[config.mk]
export PLATFORM = sky130hd
export DESIGN_NAME = regbank_write_port
export DESIGN_NICKNAME = d
export VERILOG_FILES = /design/src/rtl/regbank_write_port_pkg.sv /design/src/rtl/regbank_write_port_addr_decoder.sv /design/src/rtl/regbank_write_port.sv
export SDC_FILE = /design/constraint.sdc
export NUM_CORES = 2
export LEC_CHECK = 0
export CAP_MARGIN = 10
export CORE_AREA = 2 2 417 419
export CTS_BUF_LIST = sky130_fd_sc_hd__clkbuf_4 sky130_fd_sc_hd__clkbuf_8
export CTS_CLUSTER_DIAMETER = 200
export CTS_CLUSTER_SIZE = 20
export DETAILED_ROUTE_END_ITERATION = 7
export DIE_AREA = 0 0 419 421
export PLACE_DENSITY_LB_ADDON = 0.08
export SETUP_SLACK_MARGIN = 0.2
export SYNTH_ARGS = -nofsm -noshare
export SYNTH_HDL_FRONTEND = slang
export SYNTH_SLANG_ARGS = --single-unit
[constraint.sdc]
create_clock -name clk -period 4.6 [get_ports clk]
set_input_delay 1.15 -clock clk [delete_from_list [all_inputs] [get_ports clk]]
set_output_delay 1.15 -clock clk [all_outputs]
set_load 0.1 [all_outputs]
[src/rtl/regbank_write_port_pkg.sv]
// Shared defaults and state encoding for the register-bank write port.
package regbank_write_port_pkg;

  localparam int DATA_WIDTH_DEF = 32;
  localparam int ADDR_WIDTH_DEF = 5;
  localparam int ZERO_REG_DEF   = 1;

  typedef enum logic {
    IDLE  = 1'b0,
    CLEAR = 1'b1
  } state_t;

endpackage

[src/rtl/regbank_write_port_addr_decoder.sv]
// Binary address to one-hot enable decoder; en=0 forces all outputs low.
module regbank_write_port_addr_decoder #(
  parameter int ADDR_WIDTH = 5
) (
  input  logic [ADDR_WIDTH-1:0]      addr,
  input  logic                       en,
  output logic [(2**ADDR_WIDTH)-1:0] onehot
);

  for (genvar gi = 0; gi < 2**ADDR_WIDTH; gi++) begin : g_dec
    assign onehot[gi] = en && (addr == ADDR_WIDTH'(gi));
  end

endmodule

[src/rtl/regbank_write_port.sv]
// Register bank write side: byte-masked writes, flat register export and a
// one-register-per-cycle clear sweep.
module regbank_write_port
  import regbank_write_port_pkg::*;
#(
  parameter int DATA_WIDTH = DATA_WIDTH_DEF,
  parameter int ADDR_WIDTH = ADDR_WIDTH_DEF,
  parameter int ZERO_REG   = ZERO_REG_DEF
) (
  input  logic                                   clk,
  input  logic                                   reset,
  input  logic                                   wr_valid,
  output logic                                   wr_ready,
  input  logic [ADDR_WIDTH-1:0]                  wr_addr,
  input  logic [DATA_WIDTH-1:0]                  wr_data,
  input  logic [DATA_WIDTH/8-1:0]                wr_byte_en,
  output logic                                   wr_done,
  input  logic                                   clr_req,
  output logic                                   busy,
  output logic                                   clr_done,
  output logic [(2**ADDR_WIDTH)*DATA_WIDTH-1:0]  reg_flat
);

  localparam int NUM_REGS  = 2**ADDR_WIDTH;
  localparam int NUM_BYTES = DATA_WIDTH / 8;
  localparam logic [ADDR_WIDTH-1:0] LAST_IDX = ADDR_WIDTH'(NUM_REGS - 1);

  state_t                  state_reg, state_next;
  logic [ADDR_WIDTH-1:0]   clr_cnt_reg, clr_cnt_next;
  logic                    wr_done_reg;
  logic                    clr_done_reg, clr_done_next;
  logic                    wr_accept;
  logic [NUM_REGS-1:0]     wr_onehot;

  assign wr_ready  = (state_reg == IDLE);
  assign busy      = (state_reg == CLEAR);
  assign wr_done   = wr_done_reg;
  assign clr_done  = clr_done_reg;
  assign wr_accept = wr_valid && (state_reg == IDLE);

  regbank_write_port_addr_decoder #(
    .ADDR_WIDTH (ADDR_WIDTH)
  ) u_addr_decoder (
    .addr   (wr_addr),
    .en     (wr_accept),
    .onehot (wr_onehot)
  );

  always_comb begin
    state_next    = state_reg;
    clr_cnt_next  = clr_cnt_reg;
    clr_done_next = 1'b0;
    case (state_reg)
      IDLE: begin
        if (clr_req) begin
          state_next   = CLEAR;
          clr_cnt_next = '0;
        end
      end
      CLEAR: begin
        // Counter parks on the last index; it only restarts on CLEAR entry.
        if (clr_cnt_reg == LAST_IDX) begin
          state_next    = IDLE;
          clr_done_next = 1'b1;
        end else begin
          clr_cnt_next = clr_cnt_reg + 1'b1;
        end
      end
      default: state_next = IDLE;
    endcase
  end

  always_ff @(posedge clk) begin
    if (reset) begin
      state_reg    <= IDLE;
      clr_cnt_reg  <= '0;
      wr_done_reg  <= 1'b0;
      clr_done_reg <= 1'b0;
    end else begin
      state_reg    <= state_next;
      clr_cnt_reg  <= clr_cnt_next;
      wr_done_reg  <= wr_accept;
      clr_done_reg <= clr_done_next;
    end
  end

  for (genvar gi = 0; gi < NUM_REGS; gi++) begin : g_reg
    localparam bit IS_ZERO = (ZERO_REG != 0) && (gi == 0);
    logic [DATA_WIDTH-1:0] data_reg;
    logic                  clr_hit;

    assign clr_hit = (state_reg == CLEAR) && (clr_cnt_reg == ADDR_WIDTH'(gi));

    // Writes only land in IDLE, so a clear hit and a write never coincide.
    always_ff @(posedge clk) begin
      if (reset || IS_ZERO) begin
        data_reg <= '0;
      end else if (clr_hit) begin
        data_reg <= '0;
      end else if (wr_onehot[gi]) begin
        for (int b = 0; b < NUM_BYTES; b++) begin
          if (wr_byte_en[b]) begin
            data_reg[8*b +: 8] <= wr_data[8*b +: 8];
          end
        end
      end
    end

    assign reg_flat[gi*DATA_WIDTH +: DATA_WIDTH] = data_reg;
  end

endmodule

Yosys cells after proc, flatten, opt, wreduce, memory -nomap -nowiden
Cells that the tools add are included.
Operators by class
  add/subtract/negate cells: 1
  equal/unequal tests: 64
  muxes and demuxes: 7
  bitwise logic cells: 1
  reduce and logical (&&, ||, !) cells: 220
Operators by type and width (count)
  $reduce_and 2->1: 125
  $eq 5x5->1 const B: 32
  $eq 5x4->1 const B: 16
  $reduce_or 2->1: 32
  $logic_and 1x1->1: 63
  $eq 5x3->1 const B: 8
  $eq 5x2->1 const B: 4
  $eq 5x1->1 const B: 2
  $mux 5: 2
  $pmux 5 s2: 1
  $add 5x1->5 const B: 1
  $mux 1: 3
  $ne 2x1->1 const B: 1
  $ne 2x2->1 const B: 1
  $pmux 1 s2: 1
  $not 1->1: 1
Storage, ports and cells
  register bits: 1000
  input port bits: 45
  output and inout port bits: 1028
  word-level logic and storage cells: 421

Depth between registers and ports, before layout
  word-level depth: 4
  gate-level depth with buffers: 8
  mapped depth without buffers: 6

Cells and area by module
A second synthesis with hierarchy kept.
Unflattened totals
  cells, all modules: 4708
  area, all modules: 37234.5 sq um
By module, submodules not included
  regbank_write_port: instances 1, cells each 4661, area an instance 37000.5 sq um, sequential area each 20019.2 sq um
  regbank_write_port_addr_decoder: instances 1, cells each 47, area an instance 234.0 sq um, sequential area each 0.0 sq um

Least setup slack after synthesis
OpenSTA, ideal clock, no wires.
  kind: register to output
  start point: register state_reg, in the netlist busy
  end point: output wr_ready
  arrival time: 1.990 ns
  data required time: 3.450 ns
  setup slack: 1.460 ns
  cell stages (with the launch flop): 5
  path buffers: 3
  path through: dfxtp_1 > buf_4 > buf_6 > buf_2 > inv_1
Between the ends
  word-level cells in the longest chain between the ends: 1
Ends and longest elaborated chain
  from (decl): line regbank_write_port.sv:28  | state_t state_reg, state_next;
  from (signal assigned): line regbank_write_port.sv:80  | state_reg <= state_next;
  $not 1->1 (no source line)
  to (decl): line regbank_write_port.sv:13  | output logic wr_ready,
No other way between the ends.

Worst setup path in the final report
  start point: register g_reg[22].data_reg[23]
  end point: output reg_flat[727]
RTL lines
  from (decl): line regbank_write_port.sv:89  | logic [DATA_WIDTH-1:0] data_reg;
  from (signal, indexed assignment): line regbank_write_port.sv:103  | data_reg[8*b +: 8] <= wr_data[8*b +: 8];
  to (decl): line regbank_write_port.sv:21  | output logic [(2**ADDR_WIDTH)*DATA_WIDTH-1:0] reg_flat
No word-level cell between the ends.

==> impl_metrics.py <==
metrics = {
    "worst_hold_path": {
        "hold_depth": 2,
        "worstHoldPathType": "reg -> reg",
        "min_from": "g_reg[1].data_reg[4]",
    },
    "finish": {
        "layout.nets": 5438,
        "fillers": 18400,
        "final_cell_mix": "1,000 x dfxtp_1, 996 x a21oi_1, 994 x nand3_1, 994 x clkdlybuf4s50_1, 811 x o21ai_0",
        "final_common_cell": "dfxtp_1",
        "layout-drive-gt1-share_pct": 5.94,
        "areaGrowthSynthToFinish_pct": 31.7,
        "largest_reg_flops": 992,
    },
    "detailed_routing": {
        "avgViaCountPerCell": 5.34,
        "drtAntennaViolNets": 0,
        "via_count": 41300,
        "wl_per_cell_um": 33.3,
        "drtIter0Drc": 3882,
        "first_pass_iters": 6,
        "drt_wl_total_um": 257000,
        "drc_errors": 0,
    },
    "grt": {
        "grt_pass1_wl_um": 345000,
        "grt_overflow": 0,
        "grt_max_degree": 113,
        "first_global_vias": 37900,
        "antenna_found_initial": 21,
        "track_usage_pct": 27.6,
    },
    "worst_setup_path": {
        "critPathMaxFanout": 2,
        "cp-startpoint": "g_reg[22].data_reg[23]",
        "path_depth": 1,
        "path_class": "reg -> out",
        "crit_end": "reg_flat[727]",
        "rr_endpoint": "g_reg[25].data_reg[12]",
        "setup.worst_path.start_class": "flop",
        "crit_arrival_ns": 2.66,
        "crit_path_max_incr_delay_ns": 1.22,
        "r2r_cells": 5,
        "r2r-start": "clr_cnt_reg[0]",
        "critPathTopFamily": "buffers and inverters",
        "cpMaxStageDelayCell": "clkdlybuf4s50_1",
        "path_buf_inv": 1,
        "end_kind": "output pin",
        "reg2reg_slack_ns": 2.03,
        "crit_chain": "clkdlybuf4s50_1",
        "required_ns": 3.45,
    },
    "clock_network": {
        "cts_tree": "built",
        "cts_setup_buffers": 0,
        "clk_pin_slew_worst_paths_ns": 0.14,
        "cts_hold_buffers": 0,
        "post_cts_resized": 0,
        "cts-htree-levels": 2,
        "clock_latency_ns": 0.86,
        "root_buffer": "clkbuf_8",
        "clock_sinks": 1000,
        "numCtsBuffers": 55,
        "clock_path_buffers": 3,
    },
    "flow_run": {
        "maxCapViolations": 0,
    },
    "floorplan": {
        "start_util_pct": 23.0,
        "die_w_um": 419,
        "dieHeight_um": 421,
        "dieArea_um2": 176000,
        "num_rows": 153,
        "core-area_um2": 172000,
        "io_pins": 1073,
    },
    "logic_synthesis": {
        "synth_area_per_cell_um2": 8.27,
        "synth-edff-count": 0,
        "synth_cell_type_count": 43,
        "yosysWarningCount": 0,
        "async_flop_share_pct": 0,
        "netlist_area_um2": 39700,
        "syn-instance-count": 4797,
        "ys_ff_latch": 1000,
        "synth_flop_cell": "dfxtp_1",
        "yosysSeqAreaShare_pct": 50.5,
    },
    "sta": {
        "final-setup-viol-count": 0,
        "drv_slew": 0,
        "skew_ns": 0.0483,
        "fin_crit_sh_pct": 82.9,
        "worst_pin_slew_ns": 1.30,
        "layout_min_cycle_time_ns": 3.81,
        "layout_setup_ws_ns": 0.787,
        "rsz0062_at_grt": "no",
        "hold_viol_final": 0,
        "fin_setup_tns_ns": 0,
        "maxSlewHeadroom_pct": 13.4,
        "fmax_mhz": 262,
    },
    "placement": {
        "gp_congestion": 0.782,
        "portBuffers": 1040,
        "detailed_place_hpwl_um": 156000,
        "pre_cts_ws_ns": 0.961,
    },
    "status": {
        "status": "finished clean",
    },
    "pwr": {
        "p_per_area_nw_per_um2": 282,
        "leakagePower_nw": 15.4,
        "vdd_ir_drop_max_mv": 0.199,
    },
}
[cells in the mapped netlist, types with 6 or more instances]
master | n | area [µm²]
clkbuf_1 | 312 | 1170
o21ai_1 | 184 | 921
buf_6 | 39 | 439
nand4b_1 | 10 | 87.6
dfxtp_1 | 1000 | 20000
clkbuf_2 | 15 | 75.1
nand3_1 | 994 | 4970
buf_1 | 18 | 67.6
ha_1 | 6 | 75.1
buf_2 | 202 | 1010
and4bb_2 | 9 | 113
buf_4 | 90 | 676
a21oi_1 | 996 | 4980
and4b_1 | 14 | 140
nand4bb_1 | 10 | 113
o21ai_0 | 811 | 4060
o21bai_1 | 24 | 180
[per-stage QoR]
stage	std cells	hold WS [ns]	power (mW)	util, %	area [µm²]
4_1_cts	7712	0.484	14.9	30.3	52200
3_3_place_gp	7655	0.459	10.7	29.8	51400
5_1_grt	7717	0.499	15.1	30.3	52200
3_5_place_dp	7655	0.465	10.7	29.8	51400
2_1_floorplan	4828	0.495	9.84	-	39800
6_report	7723	0.483	14.7	30.3	52200
[cell families after synthesis]
| family | Yosys count | synth area share [%] |
|---|---|---|
| simple gates | 1085 | 14.8 |
| buf+inv | 681 | 8.72 |
| other cells | 1 | 0.00945 |
| flops | 1000 | 50.5 |
| fa+ha+maj | 6 | 0.189 |
| compound gates | 2024 | 25.8 |
[final cells by class]
type                    count  area (µm²)  share of cell area, %
diodes                     11        27.5                 0.0527
clock buffers              57         785                   1.50
inverters                   5        18.8                 0.0359
multi-input cells        3147       16700                   32.1
flip-flops and latches   1000       20000                   38.3
well taps                2325        2910                   5.57
repair buffers           1178       11700                   22.4
[routing by layer]
layer  part of all wire (%)  track usage (%)  vias up
met3                    6.1             5.14      355
met4                    5.1             11.9        0
li1                       -                -    18100
met1                     41             34.3    21200
met5                      0                0        -
met2                     48             46.5     1592
[where the power goes]
group	internal [mW]	switching, mW
Clock	1.11	3.15
Sequential	8.69	0.0157
Combinational	0.240	1.51
Total	10.0	4.67
[worst min-delay path by stage]
stage	endpoint	slack, ns
floorplan	clr_cnt_reg[1]	0.50
global placement	g_reg[15].data_reg[16]	0.46
detailed placement	g_reg[12].data_reg[30]	0.47
CTS	g_reg[18].data_reg[15]	0.48
global route	g_reg[29].data_reg[10]	0.50
finish	g_reg[1].data_reg[4]	0.48
Note: power is estimated with default switching activity, not from simulation.
